## src/rtl/mem_port_arbiter.sv

```systemverilog
// Two-port arbiter in front of a single-port synchronous RAM.
// Port B has priority; a bounded B streak guarantees port A forward progress.
module mem_port_arbiter #(
    parameter int unsigned ADDR_W      = 16,
    parameter int unsigned DATA_W      = 16,
    parameter int unsigned B_BURST_MAX = 4
) (
    input  logic              clk,
    input  logic              reset,

    input  logic              a_req,
    input  logic              a_we,
    input  logic [ADDR_W-1:0] a_addr,
    input  logic [DATA_W-1:0] a_wdata,
    output logic              a_gnt,
    output logic              a_rvalid,
    output logic [DATA_W-1:0] a_rdata,

    input  logic              b_req,
    input  logic              b_we,
    input  logic [ADDR_W-1:0] b_addr,
    input  logic [DATA_W-1:0] b_wdata,
    output logic              b_gnt,
    output logic              b_rvalid,
    output logic [DATA_W-1:0] b_rdata,

    output logic [ADDR_W-1:0] mem_addr,
    output logic [DATA_W-1:0] mem_wdata,
    output logic              mem_we,
    input  logic [DATA_W-1:0] mem_rdata
);

    localparam logic [7:0] BurstMax = 8'(B_BURST_MAX);

    typedef enum logic [1:0] {StIdle, StRdA, StRdB} state_e;

    state_e     state_q;
    logic [7:0] streak_q;

    always_comb begin
        b_gnt = b_req & (~a_req | (streak_q < BurstMax));
        a_gnt = a_req & ~b_gnt;
        // Idle bus parks on port A so its address is already presented.
        if (b_gnt) begin
            mem_addr  = b_addr;
            mem_wdata = b_wdata;
            mem_we    = b_we;
        end else begin
            mem_addr  = a_addr;
            mem_wdata = a_wdata;
            mem_we    = a_gnt & a_we;
        end
    end

    always_ff @(posedge clk or negedge reset) begin
        if (!reset) begin
            state_q  <= StIdle;
            streak_q <= '0;
        end else begin
            if (a_gnt && !a_we) begin
                state_q <= StRdA;
            end else if (b_gnt && !b_we) begin
                state_q <= StRdB;
            end else begin
                state_q <= StIdle;
            end

            if (!a_req || a_gnt) begin
                streak_q <= '0;
            end else if (b_gnt && (streak_q < BurstMax)) begin
                streak_q <= streak_q + 8'd1;
            end
        end
    end

    assign a_rvalid = (state_q == StRdA);
    assign b_rvalid = (state_q == StRdB);
    assign a_rdata  = mem_rdata;
    assign b_rdata  = mem_rdata;

endmodule

```

## config.mk

```make
export PLATFORM = sky130hd
export DESIGN_NAME = mem_port_arbiter
export DESIGN_NICKNAME = d
export VERILOG_FILES = /design/src/rtl/mem_port_arbiter.sv
export SDC_FILE = /design/constraint.sdc
export NUM_CORES = 1
export LEC_CHECK = 0
export BUFFER_PORTS_ARGS = -buffer_cell sky130_fd_sc_hd__buf_2
export CAP_MARGIN = 25
export CORE_MARGIN = 2
export CORE_UTILIZATION = 42
export CTS_CLUSTER_SIZE = 25
export DETAILED_ROUTE_END_ITERATION = 8
export GPL_TIMING_DRIVEN = 0
export HOLD_SLACK_MARGIN = 0.05
export PLACE_DENSITY = 0.88
export REMOVE_ABC_BUFFERS = 1
export SETUP_SLACK_MARGIN = 0.02
export SYNTH_ARGS = -nofsm -noshare
export SYNTH_HDL_FRONTEND = slang
export SYNTH_SLANG_ARGS = --single-unit
```

## constraint.sdc

```tcl
create_clock -name clk -period 4.9 [get_ports clk]
set_input_delay 0.735 -clock clk [delete_from_list [all_inputs] [get_ports clk]]
set_output_delay 0.735 -clock clk [all_outputs]
set_load 0.02 [all_outputs]
```

==> results.json, run 1 <==
{
  "status": "finished clean",
  "post_cts.repair.setup_buffers": 0,
  "row_count": 23,
  "tightestPinTransition_ns": 0.735,
  "cap_viol_max_count": 0,
  "cts_root_buffer": "clkbuf_8",
  "fin_crit_sh": 0.674,
  "grt_max_degree": 40,
  "finalClockSkew_ns": 0.00262,
  "viasPerCell": 6.44,
  "vias": 2330,
  "clock_latency_ns": 0.24,
  "slew_viol_final": 0,
  "switching_share": 0.420,
  "final_area_sq_mm": 0.00216,
  "gp_congestion": 0.820,
  "ant_nets": 0,
  "cts_tree": "yes",
  "die_width_um": 69.1,
  "grt_busiest_layer": "met2",
  "port-buffer-count": 106,
  "ctsHoldBuffers": 0,
  "layout_commonest_cell": "buf_2",
  "syn_area_sq_mm": 0.00178,
  "path_class": "in -> out",
  "slowest_stage": "nor2b_2",
  "start_kind": "primary input",
  "grtUsageMet3": 0.108,
  "seq_area_frac_synth": 0.140,
  "postSynthCellCount": 254,
  "rr_worst_depth": 4,
  "leakage_nw": 1.00,
  "hpwl_mm": 4.60,
  "grt_first_pass_wirelength_mm": 10.2,
  "cts.sink_count": 10,
  "hold_viol": 0,
  "area_growth_pct": 21.1,
  "mostFrequentLayoutCells": "buf_2 (106), nand2_1 (33), nand4_1 (33)",
  "gr-total-overflow": 0,
  "required_ns": 4.16,
  "fmax_ghz": 0.303,
  "track_usage": 0.253,
  "die_y_um": 69.1,
  "synth_area_per_cell_sq_um": 7.01,
  "setup_viol": 0,
  "n_antenna_cell": 0,
  "worstHoldPathType": "in -> async",
  "ys_seq_elements": 10,
  "first_pass_iters": 8,
  "maxSlewHeadroom": 0.510,
  "htree_levels": 1,
  "detailed_place.area_sq_mm": 0.00212,
  "seq_power_share": 0.229,
  "slowest_delay_ns": 0.67,
  "wire_per_inst_um": 18.1,
  "finalPower_mw": 0.385,
  "drive_gt1_frac": 0.385,
  "p_int_mw": 0.223,
  "crit_top_cell": "buf_2",
  "yosysUniqueCellTypes": 26,
  "final_net_count": 401,
  "critPathMaxFanout": 35,
  "antenna_found_initial": 0,
  "rrSetupSlack_ns": 3.16,
  "io_pins": 155,
  "use_met2": 0.385,
  "reg2reg_to": "state_q[1]$_DFF_PN0_",
  "drc": 0,
  "met1_usage": 0.330,
  "routed_wl_mm": 6.56,
  "p_clk_frac": 0.225,
  "grt_pass1_vias": 2065,
  "holdWs_ns": 0.348,
  "cts_resized": 0,
  "drtIter0Drc": 281,
  "arrival_ns": 2.57,
  "crit-reg2reg-launch": "streak_q[2]$_DFFE_PN0P_",
  "powerDensity_mw_per_mm2": 178,
  "synth_warnings": 0,
  "worstPathCellList": "buf_2, nor2b_2, buf_16, a222oi_1, nand3_1, buf_2",
  "initial_core_util": 0.442,
  "ir_drop_mv": 0.135,
  "clk_path_buf_depth": 2,
  "p_sw_mw": 0.162,
  "rsz0062_at_grt": "no",
  "fin_setup_tns_ns": 0,
  "die_area_sq_mm": 0.00478,
  "clkSlewWorstSetupHoldPaths_ns": 0.05,
  "power_frac_comb": 0.546,
  "finalCriticalPeriod_ns": 3.30,
  "crit_path_end_kind": "output port",
  "numCtsBuffers": 3,
  "finalCoreUtilization": 0.536,
  "core_sq_mm": 0.00403
}
[kinds of logic after synthesis]
| kind of cell | after synthesis | synth area share |
|---|---|---|
| buffers and inverters | 62 | 0.205 |
| and+or+nand+nor | 145 | 0.452 |
| other | 1 | 0.00210 |
| xor gates and xnor gates | 1 | 0.00492 |
| DFF | 10 | 0.140 |
| AOI/OAI and AO/OA | 34 | 0.189 |
| adders and majority gates | 1 | 0.00702 |
[power by group through the flow]
stage | sequential [mW] | combinational [mW] | clock, mW
2_1_floorplan | 0.0888 | 0.115 | 0
3_3_place_gp | 0.0890 | 0.196 | 0
3_5_place_dp | 0.0895 | 0.207 | 0
4_1_cts | 0.0882 | 0.207 | 0.0884
5_1_grt | 0.0884 | 0.227 | 0.0939
6_report | 0.0882 | 0.210 | 0.0867
[state kept, by name, summed over array words and instances, names as in the netlist]
| signal | count |
|---|---|
| streak_q | 8 |
| state_q | 2 |
[worst max path at each step]
| stage | from | endpoint | cells after the start |
|---|---|---|---|
| finish | b_req | mem_addr[7] | 6 |
| global route | b_req | mem_wdata[13] | 6 |
| CTS | b_req | mem_addr[7] | 6 |
| detailed placement | b_req | mem_addr[7] | 6 |
| global placement | b_req | mem_addr[7] | 5 |
| floorplan | streak_q[4]$_DFFE_PN0P_ | mem_we | 3 |
[worst max-delay path, delay by kind of cell]
family                 cells  cell delay (ns)
and+or+nand+nor            2             0.82
AOI/OAI and AO/OA          1             0.07
buffers and inverters      3             0.92
[Yosys cell counts (all sizes together)]
library cell / instances / area, sq um
dfrtp: 10 / 250
nand3: 32 / 160
inv: 2 / 7.50
nor2: 4 / 15.0
ha: 1 / 12.5
nand2: 33 / 124
a222oi: 32 / 320
buf: 37 / 272
or2: 1 / 6.26
nor2b: 4 / 25.0
nand4: 33 / 206
nor4: 1 / 21.3
or4: 1 / 11.3
conb: 1 / 3.75
and2: 32 / 200
and3: 1 / 6.26
a21boi: 1 / 7.51
nor3b: 1 / 7.51
clkbuf: 23 / 86.3
nor3: 2 / 21.3
xnor2: 1 / 8.76
o32ai: 1 / 8.76
[through the flow]
step                worst slack (ns)  instances
floorplan                       1.77        198
detailed placement              1.65        359
global route                    1.50        362
finish                          1.60        362
CTS                             1.65        362
global placement               0.555        354
[routing by layer]
metal	up-vias	routed length (um)
li1	1064	-
met1	1051	2630
met2	210	2880
met3	5	1010
met4	0	40
met5	-	0
[layout make-up]
cell class | count | area, sq um
Timing Repair Buffer | 111 | 611
Multi-Input combinational cell | 186 | 1190
Sequential cell | 10 | 250
Clock buffer | 3 | 41.3
Fill cell | 387 | 1870
Tap cell | 50 | 62.6
Inverter | 2 | 7.51
Power figures use the tool's default switching activity.
==> inputs of run 2 (changes only) <==
- ABC_AREA: default -> 1
- CORE_UTILIZATION: 42 -> 31
- PLACE_DENSITY: 0.88 -> 0.82
- clock period: 4.9 -> 3.35 ns (I/O delays scaled with it)
==> run 2 against run 1 <==
Against the previous run:
- critical path depth stayed put
- synthesized cell count down 32%
- power rose by 0.79%
- global-route usage is 9.8 points lower
- wire length is 51% lower
- sequential share of layout area rose by 6.0 points
- die area fell by 15%
- clock power fell by 9.7%
- sequential cell count unchanged
- cell count is 19% lower
==> results.json, run 2 <==
{
  "routed_wl_mm": 3.22,
  "row_count": 21,
  "fin_crit_sh": 0.729,
  "antenna_found_initial": 0,
  "seq_power_share": 0.332,
  "arrival_ns": 1.94,
  "gp_congestion": 0.723,
  "vias": 1226,
  "die_area_sq_mm": 0.00406,
  "track_usage": 0.155,
  "final_area_sq_mm": 0.00142,
  "cap_viol_max_count": 0,
  "yosys-top-cells-area": "nand2_1 (34%), dfrtp_1 (23%), buf_4 (22%), buf_6 (6.1%), nor3_2 (2.7%)",
  "status": "finished clean",
  "synth_area_per_cell_sq_um": 6.39,
  "n_antenna_cell": 0,
  "largest_register_ffs": 8,
  "slowest_delay_ns": 0.66,
  "finalWorstSetupSlack_ns": 0.908,
  "powerDensity_mw_per_mm2": 273,
  "final_net_count": 337,
  "cts_resized": 0,
  "ir_drop_mv": 0.0736,
  "cts.sink_count": 10,
  "worstPathCellList": "nor2_2, nand3_2, a21boi_4, nand2_1, nand2_1, buf_2",
  "cts_tree": "yes",
  "first_pass_iters": 4,
  "postSynthCellCount": 173,
  "yosysUniqueCellTypes": 16,
  "ant_nets": 0,
  "crit_top_cell": "nand2_1",
  "grt_first_pass_wirelength_mm": 5.02,
  "area_growth_pct": 28.8,
  "ys_seq_elements": 10,
  "synth_common_cells": "nand2_1 (100), buf_4 (32), dfrtp_1 (10), inv_1 (8), buf_6 (6)",
  "maxSlewHeadroom": 0.474,
  "layout_commonest_cell": "buf_2",
  "mostFrequentLayoutCells": "buf_2 (106), nand2_1 (100), dfrtp_1 (10)",
  "drive_gt1_frac": 0.480,
  "switching_share": 0.384,
  "clkSlewWorstSetupHoldPaths_ns": 0.06,
  "htree_levels": 1,
  "initial_core_util": 0.326,
  "critPathMaxFanout": 33,
  "hold_viol": 0,
  "power_frac_comb": 0.466,
  "finalPower_mw": 0.388,
  "multi_input_area_sq_um": 532,
  "p_clk_frac": 0.202,
  "setup_viol": 0,
  "clock_latency_ns": 0.26,
  "grt_max_degree": 38,
  "post_cts.repair.setup_buffers": 0,
  "path_class": "reg -> out",
  "port-buffer-count": 106,
  "dpl_worst_slack_ns": 1.13,
  "start_kind": "flip-flop",
  "core_sq_mm": 0.00339,
  "viasPerCell": 4.17,
  "final_cells": 294,
  "rr_worst_depth": 6,
  "p_int_mw": 0.239,
  "rsz0062_at_grt": "no",
  "rrSetupSlack_ns": 2.08,
  "drc": 0,
  "ys_dominant_reg_cell": "dfrtp_1",
  "clk_path_buf_depth": 2,
  "reg2reg_to": "state_q[0]$_DFF_PN0_",
  "synth_warnings": 0,
  "crit_path_end_kind": "output port",
  "holdWs_ns": 0.0857,
  "syn_area_sq_mm": 0.00110,
  "synth_enable_flop_cells": 0,
  "slew_viol_final": 0,
  "p_sw_mw": 0.149,
  "required_ns": 2.85,
  "io_pins": 155,
  "fin_setup_tns_ns": 0,
  "ctsHoldBuffers": 0,
  "top_register": "streak_q",
  "numCtsBuffers": 3,
  "gr-total-overflow": 0,
  "finalClockSkew_ns": 0.00285,
  "worstHoldPathType": "in -> async",
  "fillers": 360,
  "die_width_um": 63.7,
  "seq_area_sq_um": 250,
  "detailed_place.area_sq_mm": 0.00140,
  "placed_cells": 291,
  "cts_root_buffer": "clkbuf_4",
  "ys_async_sr_fraction": 1.00,
  "synth.most_common_cell": "nand2_1",
  "finalCoreUtilization": 0.420,
  "seq_area_frac_synth": 0.227,
  "wire_per_inst_um": 10.9,
  "finalCriticalPeriod_ns": 2.44,
  "leakage_nw": 0.964,
  "drtIter0Drc": 48,
  "hpwl_mm": 2.65,
  "die_y_um": 63.7,
  "slowest_stage": "a21boi_4",
  "synth_top_cell_by_area": "nand2_1",
  "grt_pass1_vias": 1159,
  "fmax_ghz": 0.409,
  "netlist.area_leader.share": 0.340,
  "tightestPinTransition_ns": 0.788,
  "reg_top3": "streak_q (8), state_q (2)",
  "crit-reg2reg-launch": "streak_q[2]$_DFFE_PN0P_"
}
-- run 2: how the worst max path moves through the flow --
stage / start / end / slack, ns / cells after the start
detailed placement: b_req / mem_wdata[15] / 1.13 / 5
global placement: b_req / mem_wdata[3] / 1.16 / 5
CTS: streak_q[2]$_DFFE_PN0P_ / mem_wdata[15] / 0.86 / 6
finish: streak_q[2]$_DFFE_PN0P_ / mem_wdata[15] / 0.91 / 6
floorplan: streak_q[2]$_DFFE_PN0P_ / mem_addr[0] / 1.40 / 5
global route: streak_q[2]$_DFFE_PN0P_ / mem_wdata[1] / 0.68 / 6
-- run 2: layer usage --
layer	up-vias	global-route usage	share of wire
li1	625	-	-
met1	513	0.190	0.41
met2	86	0.238	0.46
met3	2	0.0661	0.12
met4	0	0.0489	0.0037
met5	-	0.0556	0
-- run 2: power by group through the flow --
| stage | logic (mW) | clock network [mW] | registers, mW |
|---|---|---|---|
| after detailed placement | 0.182 | 0 | 0.131 |
| after global routing | 0.200 | 0.0934 | 0.129 |
| after global placement | 0.180 | 0 | 0.131 |
| after floorplan | 0.0979 | 0 | 0.131 |
| final | 0.181 | 0.0783 | 0.129 |
| after CTS | 0.183 | 0.0816 | 0.129 |
-- run 2: area by class of cell --
cell class                      instances  share of cell area
Sequential cell                        10               0.176
Clock buffer                            3              0.0158
Multi-Input combinational cell        121               0.374
Timing Repair Buffer                  106               0.373
Inverter                                8              0.0211
Tap cell                               46              0.0405
-- run 2: cell families after synthesis --
| group | share of synthesized area |
|---|---|
| AOI/OAI and AO/OA | 0.0170 |
| adders and majority gates | 0.0113 |
| buffers and inverters | 0.306 |
| DFF | 0.227 |
| other | 0.00339 |
| and+or+nand+nor | 0.436 |
-- run 2: worst max-delay path, delay by kind of cell (launching register included) --
kind	cells	cell delay, ns
flops	1	0.39
compound gates	1	0.66
buf+inv	1	0.16
simple gates	4	0.47
==> inputs of run 3 (changes only) <==
- clock period: 3.35 -> 2.6 ns (I/O delays scaled with it)
==> run 3 against run 2 <==
Against the previous run:
- sequential power increased by 29%
- cell area increased by 0.70%
- highest routed layer unchanged
- cell count increased by 0.34%
- clock-buffer cell count unchanged
- power increased by 29%
- clock power increased by 29%
==> results.json, run 3 (synthesized netlist as in run 2, its figures left out) <==
{
  "hold_viol": 0,
  "gr-total-overflow": 0,
  "vias": 1234,
  "core_sq_mm": 0.00339,
  "row_count": 21,
  "rr_worst_depth": 6,
  "fmax_ghz": 0.429,
  "htree_levels": 1,
  "rsz0062_at_grt": "no",
  "finalCriticalPeriod_ns": 2.33,
  "hpwl_mm": 2.65,
  "maxSlewHeadroom": 0.477,
  "ir_drop_mv": 0.0927,
  "start_kind": "flip-flop",
  "dpl_worst_slack_ns": 0.504,
  "drc": 0,
  "cts.sink_count": 10,
  "required_ns": 2.21,
  "ant_nets": 0,
  "drtIter0Drc": 57,
  "fin_crit_sh": 0.896,
  "slowest_delay_ns": 0.65,
  "initial_core_util": 0.326,
  "crit_end": "mem_wdata[15]",
  "critPathMaxFanout": 33,
  "reg2reg_to": "state_q[0]$_DFF_PN0_",
  "slowest_stage": "a21boi_4",
  "p_clk_frac": 0.202,
  "layout_commonest_cell": "buf_2",
  "routed_wl_mm": 3.23,
  "cts_root_buffer": "clkbuf_4",
  "drive_gt1_frac": 0.478,
  "crit-reg2reg-launch": "streak_q[2]$_DFFE_PN0P_",
  "largest_register_ffs": 8,
  "p_int_mw": 0.309,
  "die_width_um": 63.7,
  "worstHoldPathType": "in -> reg",
  "grt_max_degree": 38,
  "path_class": "reg -> out",
  "cts_resized": 0,
  "io_pins": 155,
  "arrival_ns": 1.94,
  "seq_power_share": 0.331,
  "die_y_um": 63.7,
  "finalClockSkew_ns": 0.00167,
  "fillers": 360,
  "top_register": "streak_q",
  "n_antenna_cell": 0,
  "rrSetupSlack_ns": 1.33,
  "setup_viol": 0,
  "port-buffer-count": 106,
  "gp_congestion": 0.723,
  "first_pass_iters": 4,
  "fin_setup_tns_ns": 0,
  "cap_viol_max_count": 0,
  "reg_top3": "streak_q (8), state_q (2)",
  "status": "finished clean",
  "grt_pass1_vias": 1157,
  "crit_path_end_kind": "output port",
  "powerDensity_mw_per_mm2": 350,
  "finalCoreUtilization": 0.423,
  "clkSlewWorstSetupHoldPaths_ns": 0.06,
  "clk_path_buf_depth": 2,
  "tightestPinTransition_ns": 0.782,
  "die_area_sq_mm": 0.00406,
  "worstPathCellList": "nor2_2, nand3_2, a21boi_4, nand2_1, nand2_1, buf_2",
  "power_frac_comb": 0.467,
  "switching_share": 0.384,
  "critPathBufInv": 1,
  "leakage_nw": 0.969,
  "numCtsBuffers": 3,
  "cp.depth": 6,
  "wire_per_inst_um": 10.9,
  "final_net_count": 338,
  "cts_tree": "yes",
  "viasPerCell": 4.18,
  "grt_first_pass_wirelength_mm": 5.02,
  "cp_top_family": "compound AO/OA/AOI/OAI gates",
  "antenna_found_initial": 0,
  "track_usage": 0.155,
  "p_sw_mw": 0.193,
  "finalWorstSetupSlack_ns": 0.271,
  "slew_viol_final": 0,
  "mostFrequentLayoutCells": "buf_2 (106), nand2_1 (100), dfrtp_1 (10)",
  "clock_latency_ns": 0.26,
  "crit_top_cell": "nand2_1",
  "area_growth_pct": 29.7,
  "worstSetupStartpoint": "streak_q[2]$_DFFE_PN0P_"
}
-- run 3: power groups by stage --
| stage | Clock (mW) | Sequential, mW | Combinational, mW |
|---|---|---|---|
| 3_3_place_gp | 0 | 0.169 | 0.232 |
| 3_5_place_dp | 0 | 0.169 | 0.235 |
| 5_1_grt | 0.120 | 0.167 | 0.259 |
| 2_1_floorplan | 0 | 0.168 | 0.126 |
| 6_report | 0.101 | 0.166 | 0.234 |
| 4_1_cts | 0.105 | 0.166 | 0.237 |
-- run 3: through the flow --
stage          hold slack [ns]  total power [mW]  cells  cell area [sq um]
3_3_place_gp             0.250             0.401    291               1400
3_5_place_dp             0.258             0.404    291               1400
2_1_floorplan           0.0944             0.295    139                812
6_report                 0.293             0.502    295               1430
5_1_grt                  0.282             0.546    295               1430
4_1_cts                  0.288             0.508    295               1430
-- run 3: how the worst min path moves through the flow --
stage	start	to	slack [ns]	cells past startpoint
4_1_cts	a_we	state_q[0]$_DFF_PN0_	0.29	2
2_1_floorplan	reset	state_q[0]$_DFF_PN0_	0.09	0
6_report	a_we	state_q[0]$_DFF_PN0_	0.29	2
5_1_grt	a_we	state_q[0]$_DFF_PN0_	0.28	2
3_3_place_gp	reset	streak_q[4]$_DFFE_PN0P_	0.25	1
3_5_place_dp	reset	streak_q[5]$_DFFE_PN0P_	0.26	1
-- run 3: area by class of cell --
type,instances,area (sq um),share of cell area
multi-input combinational,121,532,0.371
tap,46,57.6,0.0402
timing repair buffer,107,541,0.377
sequential,10,250,0.175
clock buffer,3,22.5,0.0157
inverter,8,30.0,0.0210
-- run 3: repair_timing --
| item | 4_1_cts | 5_1_grt |
|---|---|---|
| setup buffers | 0 | 0 |
| hold buffers | 1 | 0 |
| endpoints found under the hold margin | 10 | 0 |
-- run 3: per-layer routing --
layer  vias up  global-route usage  share of wire
met5         -              0.0556              0
met4         0              0.0489         0.0037
met3         2              0.0661           0.12
met2        86               0.237           0.46
met1       519               0.191           0.41
li1        627                   -              -
